## src/rtl/game_pkg.sv

```systemverilog
// Shared game types and constants for the sprite pipeline.
// Imported by the launcher and the reusable LFSR.
package game_pkg;

  typedef enum logic [2:0] {
    IDLE,
    COOLDOWN,
    SELECT,
    FIRE,
    FLIGHT
  } launcher_state_t;

  localparam logic [9:0]  SCREEN_W    = 10'd640;
  localparam logic [9:0]  SCREEN_H    = 10'd480;
  localparam logic [15:0] LFSR16_TAPS = 16'hB400;

  function automatic logic [7:0] sat_add8(
    input logic [7:0] a,
    input logic [7:0] b
  );
    logic [8:0] s;
    s = {1'b0, a} + {1'b0, b};
    return s[8] ? 8'hFF : s[7:0];
  endfunction

endpackage

```

## src/rtl/lfsr16.sv

```systemverilog
// 16-bit Galois LFSR advancing every clock.
// Reloads the seed if it ever reaches the lock-up value 0.
module lfsr16
  import game_pkg::*;
(
  input  logic        Clk,
  input  logic        Reset,
  input  logic [15:0] seed,
  output logic [15:0] value
);

  logic [15:0] value_d;
  logic [15:0] value_q;

  always_comb begin
    if (value_q == 16'h0) begin
      value_d = seed;
    end else begin
      value_d = (value_q >> 1)
              ^ (value_q[0] ? LFSR16_TAPS : 16'h0);
    end
  end

  always_ff @(posedge Clk) begin
    if (Reset) begin
      value_q <= seed;
    end else begin
      value_q <= value_d;
    end
  end

  assign value = value_q;

endmodule

```

## src/rtl/missle_launcher.sv

```systemverilog
// Enemy missile scheduler: random inter-shot gaps,
// round-robin choice among live shooters, one-cycle launch.
module missle_launcher
  import game_pkg::*;
#(
  parameter int          NUM_SHOOTERS      = 4,
  parameter logic [7:0]  MIN_GAP_FRAMES    = 8'd30,
  parameter logic [7:0]  GAP_MASK          = 8'h3F,
  parameter logic [7:0]  MAX_FLIGHT_FRAMES = 8'd120,
  parameter logic [15:0] LFSR_SEED         = 16'hACE1
) (
  input  logic                      Clk,
  input  logic                      Reset,
  input  logic                      frame_clk,
  input  logic                      enable,
  input  logic [NUM_SHOOTERS-1:0]   shooter_alive,
  input  logic [10*NUM_SHOOTERS-1:0] shooter_x,
  input  logic [10*NUM_SHOOTERS-1:0] shooter_y,
  input  logic                      explored,
  output logic                      launch,
  output logic [9:0]                start_x,
  output logic [9:0]                start_y,
  output logic [2:0]                shooter_sel,
  output logic                      busy
);

  launcher_state_t state_d, state_q;
  logic [7:0]  cnt_d, cnt_q;
  logic [2:0]  ptr_d, ptr_q;
  logic [3:0]  scan_d, scan_q;
  logic        seen_d, seen_q;
  logic [9:0]  sx_d, sx_q;
  logic [9:0]  sy_d, sy_q;
  logic [2:0]  sel_d, sel_q;
  logic        launch_d, launch_q;
  logic        busy_d, busy_q;
  logic        fc_q, tick_q;

  logic [15:0] lfsr;
  logic        lfsr_unused;
  logic [7:0]  gap;
  logic [2:0]  ptr_nxt;
  logic [7:0]  alive8;
  logic [79:0] x_pad;
  logic [79:0] y_pad;

  lfsr16 u_lfsr (
    .Clk   (Clk),
    .Reset (Reset),
    .seed  (LFSR_SEED),
    .value (lfsr)
  );

  assign lfsr_unused = ^lfsr[15:8];
  assign gap     = sat_add8(MIN_GAP_FRAMES, lfsr[7:0] & GAP_MASK);
  assign ptr_nxt = (ptr_q == 3'(NUM_SHOOTERS - 1)) ? 3'd0 : ptr_q + 3'd1;
  assign alive8  = 8'(shooter_alive);
  assign x_pad   = 80'(shooter_x);
  assign y_pad   = 80'(shooter_y);

  always_comb begin
    state_d = state_q;
    cnt_d   = cnt_q;
    ptr_d   = ptr_q;
    scan_d  = scan_q;
    seen_d  = seen_q;
    sx_d    = sx_q;
    sy_d    = sy_q;
    sel_d   = sel_q;
    if (!enable) begin
      state_d = IDLE;
    end else begin
      unique case (state_q)
        IDLE: begin
          if (|shooter_alive) begin
            state_d = COOLDOWN;
            cnt_d   = gap;
          end
        end
        COOLDOWN: begin
          if (cnt_q == 8'd0) begin
            state_d = SELECT;
            scan_d  = 4'd0;
          end else if (tick_q) begin
            cnt_d = cnt_q - 8'd1;
          end
        end
        SELECT: begin
          ptr_d = ptr_nxt;
          if (alive8[ptr_q]) begin
            sx_d    = x_pad[int'(ptr_q)*10 +: 10];
            sy_d    = y_pad[int'(ptr_q)*10 +: 10];
            sel_d   = ptr_q;
            state_d = FIRE;
          end else begin
            scan_d = scan_q + 4'd1;
            if (scan_q + 4'd1 == 4'(NUM_SHOOTERS)) begin
              state_d = IDLE;
            end
          end
        end
        FIRE: begin
          state_d = FLIGHT;
          cnt_d   = MAX_FLIGHT_FRAMES;
          seen_d  = 1'b0;
        end
        FLIGHT: begin
          // a tick must pass first so a stale explored is ignored
          if (seen_q && (explored || cnt_q == 8'd0)) begin
            state_d = COOLDOWN;
            cnt_d   = gap;
          end else if (tick_q) begin
            seen_d = 1'b1;
            if (cnt_q != 8'd0) begin
              cnt_d = cnt_q - 8'd1;
            end
          end
        end
        default: state_d = IDLE;
      endcase
    end
    launch_d = (state_d == FIRE);
    busy_d   = (state_d == FIRE) || (state_d == FLIGHT);
  end

  always_ff @(posedge Clk) begin
    if (Reset) begin
      state_q  <= IDLE;
      cnt_q    <= 8'd0;
      ptr_q    <= 3'd0;
      scan_q   <= 4'd0;
      seen_q   <= 1'b0;
      sx_q     <= 10'd0;
      sy_q     <= 10'd0;
      sel_q    <= 3'd0;
      launch_q <= 1'b0;
      busy_q   <= 1'b0;
      fc_q     <= 1'b0;
      tick_q   <= 1'b0;
    end else begin
      state_q  <= state_d;
      cnt_q    <= cnt_d;
      ptr_q    <= ptr_d;
      scan_q   <= scan_d;
      seen_q   <= seen_d;
      sx_q     <= sx_d;
      sy_q     <= sy_d;
      sel_q    <= sel_d;
      launch_q <= launch_d;
      busy_q   <= busy_d;
      fc_q     <= frame_clk;
      tick_q   <= frame_clk & ~fc_q;
    end
  end

  assign launch      = launch_q;
  assign start_x     = sx_q;
  assign start_y     = sy_q;
  assign shooter_sel = sel_q;
  assign busy        = busy_q;

endmodule

```

## config.mk

```make
export PLATFORM = sky130hd
export DESIGN_NAME = missle_launcher
export DESIGN_NICKNAME = d
export VERILOG_FILES = /design/src/rtl/game_pkg.sv /design/src/rtl/lfsr16.sv /design/src/rtl/missle_launcher.sv
export SDC_FILE = /design/constraint.sdc
export NUM_CORES = 1
export LEC_CHECK = 0
export BUFFER_PORTS_ARGS = -buffer_cell sky130_fd_sc_hd__buf_2
export CORE_MARGIN = 1.5
export CORE_UTILIZATION = 40
export CTS_CLUSTER_DIAMETER = 30
export CTS_CLUSTER_SIZE = 25
export DETAILED_ROUTE_END_ITERATION = 6
export PLACE_DENSITY = 0.66
export SLEW_MARGIN = 20
export SYNTH_ARGS = -nofsm -noshare
export SYNTH_HDL_FRONTEND = slang
export SYNTH_SLANG_ARGS = --single-unit
```

## constraint.sdc

```tcl
create_clock -name Clk -period 2.28 [get_ports Clk]
set_input_delay 0.228 -clock Clk [delete_from_list [all_inputs] [get_ports Clk]]
set_output_delay 0.228 -clock Clk [all_outputs]
set_load 0.1 [all_outputs]
```

# Word-level counts from Yosys, hierarchy flattened
# Cells that the tools add are included.
[word_totals] regBits=62 in_bits=89 output_inout_bits=25 word_cells=83
[classes] n_addsub=4 multipliers=1 magnitude_cmp=1 n_eq_ne=17 shift=2 muxes=25 n_bitwise=3 reduce_logical=17
[ops] op="$shiftx A80 B32 Y10" count=1
[ops] op="$shiftx A80 B8 Y10" count=1
[ops] op="$mux W8" count=7
[ops] op="$pmux W8 S4" count=1
[ops] op="$mux W3" count=7
[ops] op="$logic_not A16 Y1" count=1
[ops] op="$mux W16" count=1
[ops] op="$xor A15 B16 Y16" count=1
[ops] op="$pmux W3 S5" count=1
[ops] op="$ne A2 B2 Y1 const B" count=7
[ops] op="$eq A3 B2 Y1 const B" count=4
[ops] op="$logic_not A8 Y1" count=1
[ops] op="$mux W4" count=2
[ops] op="$pmux W4 S2" count=1
[ops] op="$reduce_and A4 Y1" count=2
[ops] op="$reduce_bool A8 Y1" count=1
[ops] op="$sub A8 B1 Y8 const B" count=1
[ops] op="$add A5 B6 Y7 const A" count=1
[ops] op="$reduce_and A7 Y1" count=1
[ops] op="$eq A3 B3 Y1 const B" count=2
[ops] op="$mul A3 B3 Y6 const B" count=1
[ops] op="$ne A3 B3 Y1 const B" count=2
[ops] op="$add A4 B1 Y4 const B" count=1
[ops] op="$eq A4 B3 Y1 const B" count=1
[ops] op="17 further kinds" count=21

# Logic depth before layout (Yosys ltp)
# Gate-level depths: netlist (run 1).
[logic_depth] ltp_word=8 ltp_mapped=7 depth_no_buf=7

# By module
# Synthesis (run 1) repeated with hierarchy kept, for this count alone.
[hier_totals] hier_cells=347 hier_area_um2=3365.7
[by_module_without_submodules] mod="missle_launcher" instances=1 cells_per_inst=306 area_per_inst_um2=2780.2 seq_area_each_um2=920.9
[by_module_without_submodules] mod="lfsr16" instances=1 cells_per_inst=41 area_per_inst_um2=585.6 seq_area_each_um2=320.3

# Worst setup path after synthesis (run 1)
# Ideal clock, no wire load.
[synth_timing] path_type="register to register" startpoint="register cnt_q[0]" endpoint="register cnt_q[3]" setup_time_ns=0.137 t_arrival_ns=1.888 t_required_ns=2.143 path_slack_ns=0.256 path_stages_with_launch=8 path_buffers=0 synth_period_minus_slack_ns=2.024 cell_sequence="dfxtp_1 > inv_1 > ha_1 > nor3b_1 > a2111oi_1 > nor4_4 > nor2b_4 > a311oi_2"
[synth_between] elab_chain_len=5 elab_cells_between_ends=15 classes_between="add/sub (1); eq/ne (3); mux (6); reduce/logical (5)"
[synth_lines] element="start: declaration" line="missle_launcher.sv:28" rtl="logic [7:0] cnt_d, cnt_q;"
[synth_lines] element="start signal: assignment" line="missle_launcher.sv:142" rtl="cnt_q <= cnt_d;"
[synth_lines] element="$sub A8 B1 Y8 / $logic_not A8 Y1 (equally long branches)"
[synth_lines] element="$mux W8 / $logic_or A1 B1 Y1 (equally long branches)" line="missle_launcher.sv:114, missle_launcher.sv:109"
[synth_lines] element="$mux W8 / $logic_and A1 B1 Y1 (equally long branches)" line="missle_launcher.sv:112, missle_launcher.sv:109"
[synth_lines] element="$mux W8 / $ne A3 B3 Y1 (equally long branches)"
[synth_lines] element="$pmux W8 S4 / $reduce_and A7 Y1 (equally long branches)"
# Parallel ways exist; a longest one is shown, timed or not. The select of a mux whose other input is x is not followed.
# A chain may end at the register's enable or synchronous reset.

# Worst setup path in the final report (run 1)
# Ends and elaborated chain as after synthesis.

==> reports/qor.txt, run 1 <==
Max incr delay on CP - 0.39 ns
Worst path depth - 10
Sequential fraction of the synthesis area - 38.45%
Async S/R FF share, synth - 0%
Vias in the first global route - 2,819
Clock transition at the registers of the reported paths - 0.07 ns
CTS tree - yes
Achievable Freq - 0.4604 GHz
Total of warnings raised by yosys - 0
Least-Margin Pin Slew - 0.7974 ns
Worst R2R Start - cnt_q[0]
Reg2Reg Depth - 10
# DRC - 0
NetSw - 0.6549 mW
Synthesized area - 3228 um^2
Synthesized flop and latch total - 62
Crit. End Element - flop
First-pass GRT wire length - 12,810 um
Clock Power Share - 35.3%
CP bufs+invs - 4
Most used cell along the critical path - buf_4
Main synth FF type - dfxtp_1
ANT cells - 0
Cell total after placement - 538
Final RePlAce weighted congestion - 0.8544
Total number of vias - 2,904
Count of final hold-check violations - 0
Logic pwr share - 15.9%
Critical path's slowest cell - a2111oi_1
Commonest non-fill, non-tap cell in the layout - buf_2
Final period utilization - 95.26%
Final slew viol count - 0
Final layout net count - 542
Crit-path max FO - 6
Layout cells sized above 1 - 39.29%
Port-buffer cells - 113
Pleak - 1.647 nW
Tot Pwr - 2.399 mW
H-tree depth - 3
Final core utilization - 52.74%
Clk_lat worst skew - 0.33 ns
Core area - 7767 um^2
GR Util All Layers - 18.73%
FF-to-FF End - cnt_q[3]
Hpwl dp - 6024 um
DIE AREA - 8618 um^2
Worst hold path type - input port to flop
Syn_nets - 427
Design Area, Final - 4096 um^2
Top Family by Delay on Critical Path - buffers and inverters
Filler Cells Inserted - 742
Placement Cell Area - 3894 um^2
Met1 layer usage reported by global route - 23.99%
Reg2Reg Setup Slack - 0.11 ns
Drt pass-1 iters - 4
Critical Path RT - 2.53 ns
Met2 usage - 31.14%
EDFF count, synth - 0
Global Route met3 Usage - 4.187%
Die Width - 92.84 um
Post-synthesis instance total - 334
Pwr per Cell Area - 585.6 nW/um^2
WL per Instance - 14.47 um
CP Launch Type - flop
Outcome - finished, final reports clean
Post-CTS Hold Buffers - 0
Min-delay src - frame_clk
Final setup fails - 0
GR peak layer - met2
Clock sink count - 62
Initial antenna violation count - 0
Routed WL - 8030 um
Post-route ant nets - 0
Cell variety after synth - 58
Starting Density - 41.56%
Commonest non-fill, non-tap cells in the layout - 113 x buf_2, 60 x dfxtp_1, 57 x nand2_1
Vias/cell - 5.232
IO Count - 114
Largest net degree at the start of global routing - 32
Max IR drop VDD - 284.8 uV
Max Cap Viol - 0
Sw Ratio - 27.30%
Clk_skew - 0.006314 ns
Total grt overflow - 0
Reg power frac - 48.7%
1st-iter DRT viols - 119
Longest Clk Path Bufs - 2
Syn avg cell area - 9.665 um^2
Die H - 92.84 um
Row Count - 32
Cts bufs inserted - 9
Area Overhead vs Synth - 26.90%
Root Buffer - clkbuf_8
Hold endpoint - fc_q
Fin Setup TNS - 0 ns
Crit-path cells - inv_1, ha_1, nor3b_1, buf_4, a2111oi_1, buf_4, nor4_4, buf_4, nor2b_4, a311oi_2
WP data arrival - 2.42 ns
Tmin final - 2.172 ns
Layout Cells excl Fill - 555
Internal power - 1.744 mW
Min-Delay Path Depth - 2
Max transition margin - 46.14%
WS Path Type - flop to flop
-- routing by layer --
layer	wire length, um	share of wire (%)
met1	3620	45
met2	3947	49
met3	370	4.6
met4	91	1.1
met5	0	0
-- cell families (layout without fill, tap and decap cells) --
group	Yosys count	count (layout)	share of synthesized area (%)
buf+inv	28	147	4.031
simple gates	138	138	23.10
compound gates	71	71	15.43
fa+ha+maj	4	4	1.550
flops	62	62	38.45
xor+xnor	8	8	2.171
mux	23	23	15.27
-- worst max-delay path by stage --
stage	from	end	slack, ns
4_1_cts	cnt_q[0]	cnt_q[3]	0.13
2_1_floorplan	cnt_q[0]	cnt_q[3]	0.26
3_5_place_dp	cnt_q[0]	cnt_q[3]	0.13
3_3_place_gp	cnt_q[0]	cnt_q[6]	0.21
6_report	cnt_q[0]	cnt_q[3]	0.11
5_1_grt	cnt_q[0]	cnt_q[3]	-0.0005
-- registers in the layout, summed over array words and instances, names as in the netlist --
register	flops
cnt_q	8
shooter_sel	3
u_lfsr.value	16
state_q	3
busy	1
launch	1
tick_q	1
start_y	10
seen_q	1
ptr_q	3
scan_q	4
start_x	10
fc_q	1
-- timing repair --
action / 4_1_cts / 5_1_grt
setup endpoints to repair: 0 / 3
buffers inserted: 0 / 2
resized for setup: 0 / 1
endpoints found under the hold margin: 0 / 0
-- synthesized netlist by cell type (2+ instances only) --
| cell type | n | area share, % |
|---|---|---|
| or3b_2 | 2 | 0.54 |
| nor2_1 | 18 | 2.1 |
| or4_1 | 2 | 0.46 |
| a311oi_2 | 2 | 0.93 |
| a21oi_1 | 32 | 5.0 |
| nor4_4 | 2 | 1.3 |
| nor4b_1 | 2 | 0.54 |
| xnor2_1 | 3 | 0.81 |
| and2_1 | 7 | 1.4 |
| buf_6 | 2 | 0.70 |
| a31oi_1 | 3 | 0.58 |
| buf_2 | 5 | 0.78 |
| nand3_1 | 6 | 0.93 |
| or2_2 | 2 | 0.39 |
| mux4_2 | 21 | 15 |
| a21o_1 | 2 | 0.46 |
| mux2i_1 | 2 | 0.62 |
| nor3_1 | 3 | 0.46 |
| clkbuf_1 | 12 | 1.4 |
| nand3b_1 | 2 | 0.46 |
| nor3b_1 | 3 | 0.70 |
| xor2_1 | 5 | 1.4 |
| a211oi_1 | 9 | 2.1 |
| nand4_1 | 2 | 0.39 |
| a22oi_1 | 3 | 0.70 |
| inv_1 | 7 | 0.81 |
| nor4_1 | 6 | 1.2 |
| o21ai_0 | 6 | 0.93 |
| nor2b_1 | 6 | 1.2 |
| nand2b_1 | 8 | 1.6 |
| nand2_1 | 57 | 6.6 |
| dfxtp_1 | 62 | 38 |
| or3_1 | 2 | 0.39 |
| ha_1 | 4 | 1.6 |
-- power groups by stage --
stage | registers, mW | clock network (mW) | logic [mW]
6_report | 1.17 | 0.847 | 0.382
4_1_cts | 1.17 | 0.871 | 0.372
3_5_place_dp | 1.19 | 0 | 0.371
5_1_grt | 1.17 | 0.914 | 0.418
2_1_floorplan | 1.18 | 0 | 0.248
3_3_place_gp | 1.19 | 0 | 0.364
-- metrics by stage --
| step | worst slack (ns) | hold WS [ns] |
|---|---|---|
| CTS | 0.1298 | 0.1277 |
| floorplan | 0.2556 | 0.3071 |
| detailed placement | 0.1287 | 0.3780 |
| finish | 0.1080 | 0.1363 |
| global placement | 0.2070 | 0.3702 |
| global route | -0.0005360 | 0.1411 |
-- area by class of cell --
cell class / instances / area, um^2 / share of cell area [%]
clock buffers: 10 / 137.6 / 3.360
clock inverters: 5 / 36.28 / 0.8858
inverters: 7 / 26.28 / 0.6414
multi-input cells: 244 / 1857 / 45.33
flip-flops and latches: 62 / 1244 / 30.36
well taps: 102 / 127.6 / 3.115
repair buffers: 125 / 668.1 / 16.31
Note: power is estimated with default switching activity, not from simulation.
==> run 2, diff against run 1 <==
--- a/config.mk
+++ b/config.mk
@@ -5,7 +5,9 @@
 export SDC_FILE = /design/constraint.sdc
 export NUM_CORES = 1
 export LEC_CHECK = 0
+export ABC_AREA = 1
 export BUFFER_PORTS_ARGS = -buffer_cell sky130_fd_sc_hd__buf_2
+export CAP_MARGIN = 20
 export CORE_MARGIN = 1.5
 export CORE_UTILIZATION = 40
 export CTS_CLUSTER_DIAMETER = 30
==> run 2 against run 1 <==
Synthesized cell count increased by 43%. Cell count increased by 25%. First-iteration DRC count is 17% lower. Core utilization decreased by 0.16 points. Routed wire length is 3.6% higher. Die area grew 1.1%. Global-route usage is 1.7 points higher. Combinational power is 3% higher. Area after synthesis up 1.2%. Flip-flop and latch count unchanged.
==> reports/qor.txt, run 2 <==
Outcome - finished, final reports clean
DIE AREA - 8715 um^2 (+1.1%)
Post-CTS Hold Buffers - 0 (unchanged)
Starting Density - 41.83% (+0.27 points)
Tmin final - 1.902 ns (-0.2701 ns)
Clk_lat worst skew - 0.35 ns (+0.02 ns)
Placement Cell Area - 3882 um^2 (-0.29%)
Core area - 7807 um^2 (+0.52%)
Total grt overflow - 0 (unchanged)
Root Buffer - clkbuf_8
Least-Margin Pin Slew - 0.5742 ns (-0.2232 ns)
Largest net degree at the start of global routing - 41 (+28%)
Metal1 wirelength - 3837 um (+6.0%)
Commonest non-fill, non-tap cell in the layout - nor2_1
Post-route ant nets - 0 (unchanged)
Final period utilization - 83.41% (-12 points)
DR WL met2 - 3884 um (-1.6%)
CTS tree - yes
Leading area contributor after synthesis - dfxtp_1
Cell variety after synth - 34 (-41%)
Highest metal used - met4
GR Util All Layers - 20.40% (+1.7 points)
WS Path Type - flop to flop
Clock sink count - 62 (unchanged)
Post-route worst setup slack - 0.3782 ns (+0.2701 ns)
Clock transition at the registers of the reported paths - 0.07 ns (about the same)
Layout cells sized above 1 - 26.95% (-12 points)
Vias/cell - 4.980 (-4.8%)
Drt pass-1 iters - 4 (unchanged)
Most frequent cell after synthesis - nor2_1
WP data arrival - 2.12 ns (-0.30 ns)
Filler Cells Inserted - 829 (+12%)
ANT cells - 0 (unchanged)
WL per Instance - 12.02 um (-17%)
Top area cells in the synthesized netlist - dfxtp_1 38%, nor2_1 14%, o21ai_0 11%
Async S/R FF share, synth - 0% (unchanged)
Final RePlAce weighted congestion - 0.8515 (-0.34%)
Achievable Freq - 0.5258 GHz (+14%)
Routed wl met3 - 407 um (+10%)
Share of the synthesized area in the top cell type - 38.01% (-0.44 points)
Multi-input gate area - 1757 um^2 (-5.4%)
CP Launch Type - flop
Crit-path max FO - 8 (+2)
Synthesized flop and latch total - 62 (unchanged)
Max Cap Viol - 0 (unchanged)
CP bufs+invs - 1 (-3)
Post-Place Worst Slack - 0.4074 ns (+0.2787 ns)
Resized Gates After CTS - 0 (unchanged)
Port-buffer cells - 113 (unchanged)
1st-iter DRT viols - 99 (-17%)
Post-synthesis instance total - 479 (+43%)
Pleak - 2.031 nW (+23%)
IO Count - 114 (unchanged)
Synthesized area - 3266 um^2 (+1.2%)
Critical Path RT - 2.50 ns (-0.03 ns)
Reg area - 1241 um^2 (-0.20%)
WHS - 0.1001 ns (-0.03620 ns)
RSZ-0062 raised after global routing - no
Worst hold path type - input port to flop
Sequential fraction of the synthesis area - 38.01% (-0.44 points)
Clk_skew - 0.008633 ns (+0.002319 ns)
Crit. End Element - flop
Vias in the first global route - 3,354 (+19%)
Count of final hold-check violations - 0 (unchanged)
Main synth FF type - dfxtp_1
Routed WL - 8320 um (+3.6%)
Most frequent cells after synthesis - 125 x nor2_1, 70 x o21ai_0, 62 x dfxtp_1
Final slew viol count - 0 (unchanged)
Pwr per Cell Area - 641.8 nW/um^2 (+9.6%)
Area Overhead vs Synth - 25.71%
Max reg flops - 16 (unchanged)
Layout Cells excl Fill - 692 (+25%)
First-pass GRT wire length - 14,230 um (+11%)
Post-CTS Setup Bufs - 0 (unchanged)
Total of warnings raised by yosys - 0 (unchanged)
Commonest non-fill, non-tap cells in the layout - 125 x nor2_1, 113 x buf_2, 70 x o21ai_0
Max incr delay on CP - 0.38 ns (about the same)
Critical path's slowest cell - o21ai_1
EDFF count, synth - 0 (unchanged)
Row Count - 32 (unchanged)
Longest Clk Path Bufs - 2 (unchanged)
Total number of vias - 3,446 (+19%)
Final core utilization - 52.58% (-0.16 points)
Syn avg cell area - 6.818 um^2 (-29%)
Max transition margin - 61.68% (+16 points)
Die H - 93.36 um (+0.56%)
Cell total after placement - 676 (+26%)
Top Family by Delay on Critical Path - compound AO/OA/AOI/OAI gates
Crit-path cells - inv_1, ha_1, nand3_4, nor2_1, nand2_2, o21ai_1, o21ai_0, o21ai_0, nor2_1
Tot Pwr - 2.635 mW (+9.8%)
Final setup fails - 0 (unchanged)
Initial antenna violation count - 0 (unchanged)
Final layout net count - 678 (+25%)
Die Width - 93.36 um (+0.56%)
Fin Setup TNS - 0 ns (unchanged)
# DRC - 0 (unchanged)
Design Area, Final - 4105 um^2 (+0.21%)
Cts bufs inserted - 9 (unchanged)
Max IR drop VDD - 268.8 uV (-5.6%)
H-tree depth - 3 (unchanged)
Hpwl dp - 6169 um (+2.4%)
Syn_nets - 572 (+34%)
-- run 2: changes by cell type after synthesis, sizes merged, moves of 9 or more --
cell / delta
nor2: +110
o21ai: +65
inv: +34
mux4: -21
a21oi: -20
nand3: +20
o22ai: +20
a211oi: -9
-- run 2: cells by family after synthesis --
| group | Yosys count | synth area share [%] |
|---|---|---|
| fa+ha+maj | 4 | 1.533 |
| buf+inv | 64 | 8.199 |
| xor+xnor | 12 | 3.219 |
| flops | 62 | 38.01 |
| simple gates | 228 | 30.57 |
| compound gates | 109 | 18.47 |
-- run 2: power breakdown --
group	total (mW)	leakage (nW)	switching (mW)	internal [mW]
Clock	1.08	0.108	0.443	0.641
Sequential	1.16	0.506	0.0323	1.13
Combinational	0.392	1.42	0.226	0.166
Total	2.63	2.03	0.702	1.93
-- run 2: layer usage --
layer  global-route usage (%)  vias up
li1                         -     1777
met1                    23.78     1557
met2                    34.72       94
met3                    5.203       18
met4                    9.596        0
met5                        0        -
-- run 2: worst paths after layout --
kind	from	end	slack, ns	depth (start not counted)
setup / recovery	cnt_q[0]	scan_q[3]	0.38	9
setup reg to reg	cnt_q[0]	scan_q[3]	0.38	9
hold reg to reg	fc_q	tick_q	0.39	1
hold / removal	frame_clk	fc_q	0.10	3
-- run 2: cell type report --
cell class | instances | area share (%)
clock buffers | 10 | 3.353
clock inverters | 6 | 2.073
inverters | 41 | 3.749
multi-input cells | 353 | 42.79
flip-flops and latches | 62 | 30.23
well taps | 102 | 3.109
repair buffers | 118 | 14.69
-- run 2: worst min-delay path, stage by stage --
cell and delay [ns]:
buf_2 0.07, inv_1 0.04, nor2_1 0.07
==> run 3, diff against run 2 <==
--- a/config.mk
+++ b/config.mk
@@ -5,7 +5,7 @@
 export SDC_FILE = /design/constraint.sdc
 export NUM_CORES = 1
 export LEC_CHECK = 0
-export ABC_AREA = 1
+export ABC_AREA = 0
 export BUFFER_PORTS_ARGS = -buffer_cell sky130_fd_sc_hd__buf_2
 export CAP_MARGIN = 20
 export CORE_MARGIN = 1.5
@@ -13,7 +13,7 @@
 export CTS_CLUSTER_DIAMETER = 30
 export CTS_CLUSTER_SIZE = 25
 export DETAILED_ROUTE_END_ITERATION = 6
-export PLACE_DENSITY = 0.66
+export PLACE_DENSITY = 0.69
 export SLEW_MARGIN = 20
 export SYNTH_ARGS = -nofsm -noshare
 export SYNTH_HDL_FRONTEND = slang
==> constraint.sdc (replaced) <==
create_clock -name Clk -period 1.66 [get_ports Clk]
set_input_delay 0.166 -clock Clk [delete_from_list [all_inputs] [get_ports Clk]]
set_output_delay 0.166 -clock Clk [all_outputs]
set_load 0.1 [all_outputs]
==> run 3 against run 2 <==
The flow now finishes with violations (negative setup slack). Cell count shrank 13%. Via count shrank 4.5%. Power grew 35%. Critical path depth shrank 3. Non-clock buffer count grew 55. Global-route usage grew 1.4 points.
==> reports/qor.txt, run 3 (same netlist as run 1, synthesis figures left out) <==
Max Cap Viol - 0 (unchanged)
Root Buffer - clkbuf_8
1st-iter DRT viols - 181 (+83%)
Max incr delay on CP - 0.54 ns (+0.16 ns)
Longest Clk Path Bufs - 2 (unchanged)
Worst hold path type - input port to flop
Layout cells sized above 1 - 60.76% (+34 points)
Post-route worst setup slack - -0.3602 ns (-0.7384 ns)
Tmin final - 2.020 ns (+0.1184 ns)
H-tree depth - 3 (unchanged)
Cts bufs inserted - 9 (unchanged)
Outcome - complete, but fails checks
Cell total after placement - 574 (-15%)
Pleak - 2.000 nW (-1.6%)
Starting Density - 41.56% (-0.27 points)
Core area - 7767 um^2 (-0.51%)
Reg area - 1257 um^2 (+1.3%)
Vias/cell - 5.450 (+9.4%)
GR Util All Layers - 21.84% (+1.4 points)
Least-Margin Pin Slew - 0.5528 ns (-0.02142 ns)
Pwr per Cell Area - 711.4 nW/um^2 (+11%)
Routed WL - 10,160 um (+22%)
# DRC - 0 (unchanged)
CP bufs+invs - 2 (+1)
Final period utilization - 121.7% (+38 points)
Commonest non-fill, non-tap cell in the layout - buf_2
Area Overhead vs Synth - 55.27%
Filler Cells Inserted - 608 (-27%)
Die H - 92.84 um (-0.56%)
Clock transition at the registers of the reported paths - 0.07 ns (about the same)
Max IR drop VDD - 443.1 uV (+65%)
Crit-path cells - or4_4, a2111oi_4, buf_4, nor4_4, buf_4, a211oi_2
Total grt overflow - 0 (unchanged)
Count of final hold-check violations - 0 (unchanged)
Layout Cells excl Fill - 604 (-13%)
Post-CTS Hold Buffers - 0 (unchanged)
Critical path's slowest cell - or4_4
Max reg flops - 16 (unchanged)
Post-route ant nets - 0 (unchanged)
Achievable Freq - 0.4950 GHz (-5.9%)
Clk_lat worst skew - 0.33 ns (-0.02 ns)
WS Path Type - flop to flop
Initial antenna violation count - 0 (unchanged)
Fin Setup TNS - -3.312 ns (-3.312 ns)
CP Launch Type - flop
Commonest non-fill, non-tap cells in the layout - 113 x buf_2, 53 x dfxtp_1, 48 x buf_4
Most used cell along the critical path - buf_4
Final setup fails - 31 (+31)
Top Family by Delay on Critical Path - compound AO/OA/AOI/OAI gates
Crit-path max FO - 4 (-4)
Final RePlAce weighted congestion - 0.8490 (-0.29%)
DIE AREA - 8618 um^2 (-1.1%)
Multi-input gate area - 2310 um^2 (+31%)
Crit. End Element - flop
Clk_skew - 0.007465 ns (-0.001168 ns)
WP data arrival - 2.27 ns (+0.15 ns)
Drt pass-1 iters - 5 (+1)
Hpwl dp - 6550 um (+6.2%)
RSZ-0062 raised after global routing - yes
First-pass GRT wire length - 14,740 um (+3.6%)
Total number of vias - 3,292 (-4.5%)
Failing checks - negative setup slack
CTS tree - yes
Clock sink count - 62 (unchanged)
Final layout net count - 591 (-13%)
WL per Instance - 16.83 um (+40%)
Design Area, Final - 5012 um^2 (+22%)
Row Count - 32 (unchanged)
Max transition margin - 63.15% (+1.5 points)
ANT cells - 0 (unchanged)
Largest net degree at the start of global routing - 38 (-7.3%)
Final slew viol count - 0 (unchanged)
Die Width - 92.84 um (-0.56%)
Port-buffer cells - 113 (unchanged)
Vias in the first global route - 3,126 (-6.8%)
IO Count - 114 (unchanged)
Critical Path RT - 1.91 ns (-0.59 ns)
Placement Cell Area - 4235 um^2 (+9.1%)
[run 3: repair_timing]
action	in CTS	in global routing
pin swaps	22	51
setup endpoints to repair	23	37
buffers inserted	9	4
resized for setup	34	80
cloned	3	1
[run 3: worst reg2reg max path: cells and delay by family, from the launching register on]
family | cells | cell delay (ns)
compound gates | 2 | 0.62
flops | 1 | 0.36
simple gates | 2 | 0.60
buf+inv | 2 | 0.37
[run 3: through the flow]
step / util [%] / power (mW) / setup WS, ns / hold slack [ns]
after floorplan: - / 1.987 / -0.1735 / 0.2451
after global placement: 54.53 / 2.260 / -0.2049 / 0.3713
after detailed placement: 54.53 / 2.278 / -0.2643 / 0.3778
after CTS: 60.12 / 3.495 / -0.2299 / 0.06775
after global routing: 64.53 / 3.702 / -0.4192 / 0.09019
final: 64.53 / 3.566 / -0.3602 / 0.07560
[run 3: layout make-up]
cell class                 count  area share [%]
clock inverter                 4          0.4743
clock buffer                  11           2.821
timing repair buffer         173           22.47
tap                          102           2.546
sequential                    62           25.09
inverter                       7          0.5242
multi-input combinational    245           46.08
[run 3: routing by layer]
| layer | vias up | part of all wire, % | GRT usage [%] | wire (um) |
|---|---|---|---|---|
| li1 | 1556 | - | - | - |
| met1 | 1603 | 42 | 27.47 | 4221 |
| met2 | 111 | 52 | 37.17 | 5260 |
| met3 | 22 | 4.5 | 4.598 | 457 |
| met4 | 0 | 2.2 | 7.071 | 223 |
| met5 | - | 0 | 0 | 0 |
[run 3: worst paths after layout]
check	end	slack [ns]	start	cells past startpoint
setup / recovery	cnt_q[0]	-0.36	cnt_q[6]	6
hold / removal	fc_q	0.08	frame_clk	2
setup reg to reg	cnt_q[0]	-0.36	cnt_q[6]	6
hold reg to reg	tick_q	0.38	fc_q	1
[run 3: where the power goes]
part / switching [mW] / leakage, nW / total (mW) / internal (mW)
combinational: 0.362 / 1.40 / 0.804 / 0.442
clock: 0.594 / 0.0889 / 1.16 / 0.570
sequential: 0.0550 / 0.510 / 1.60 / 1.54
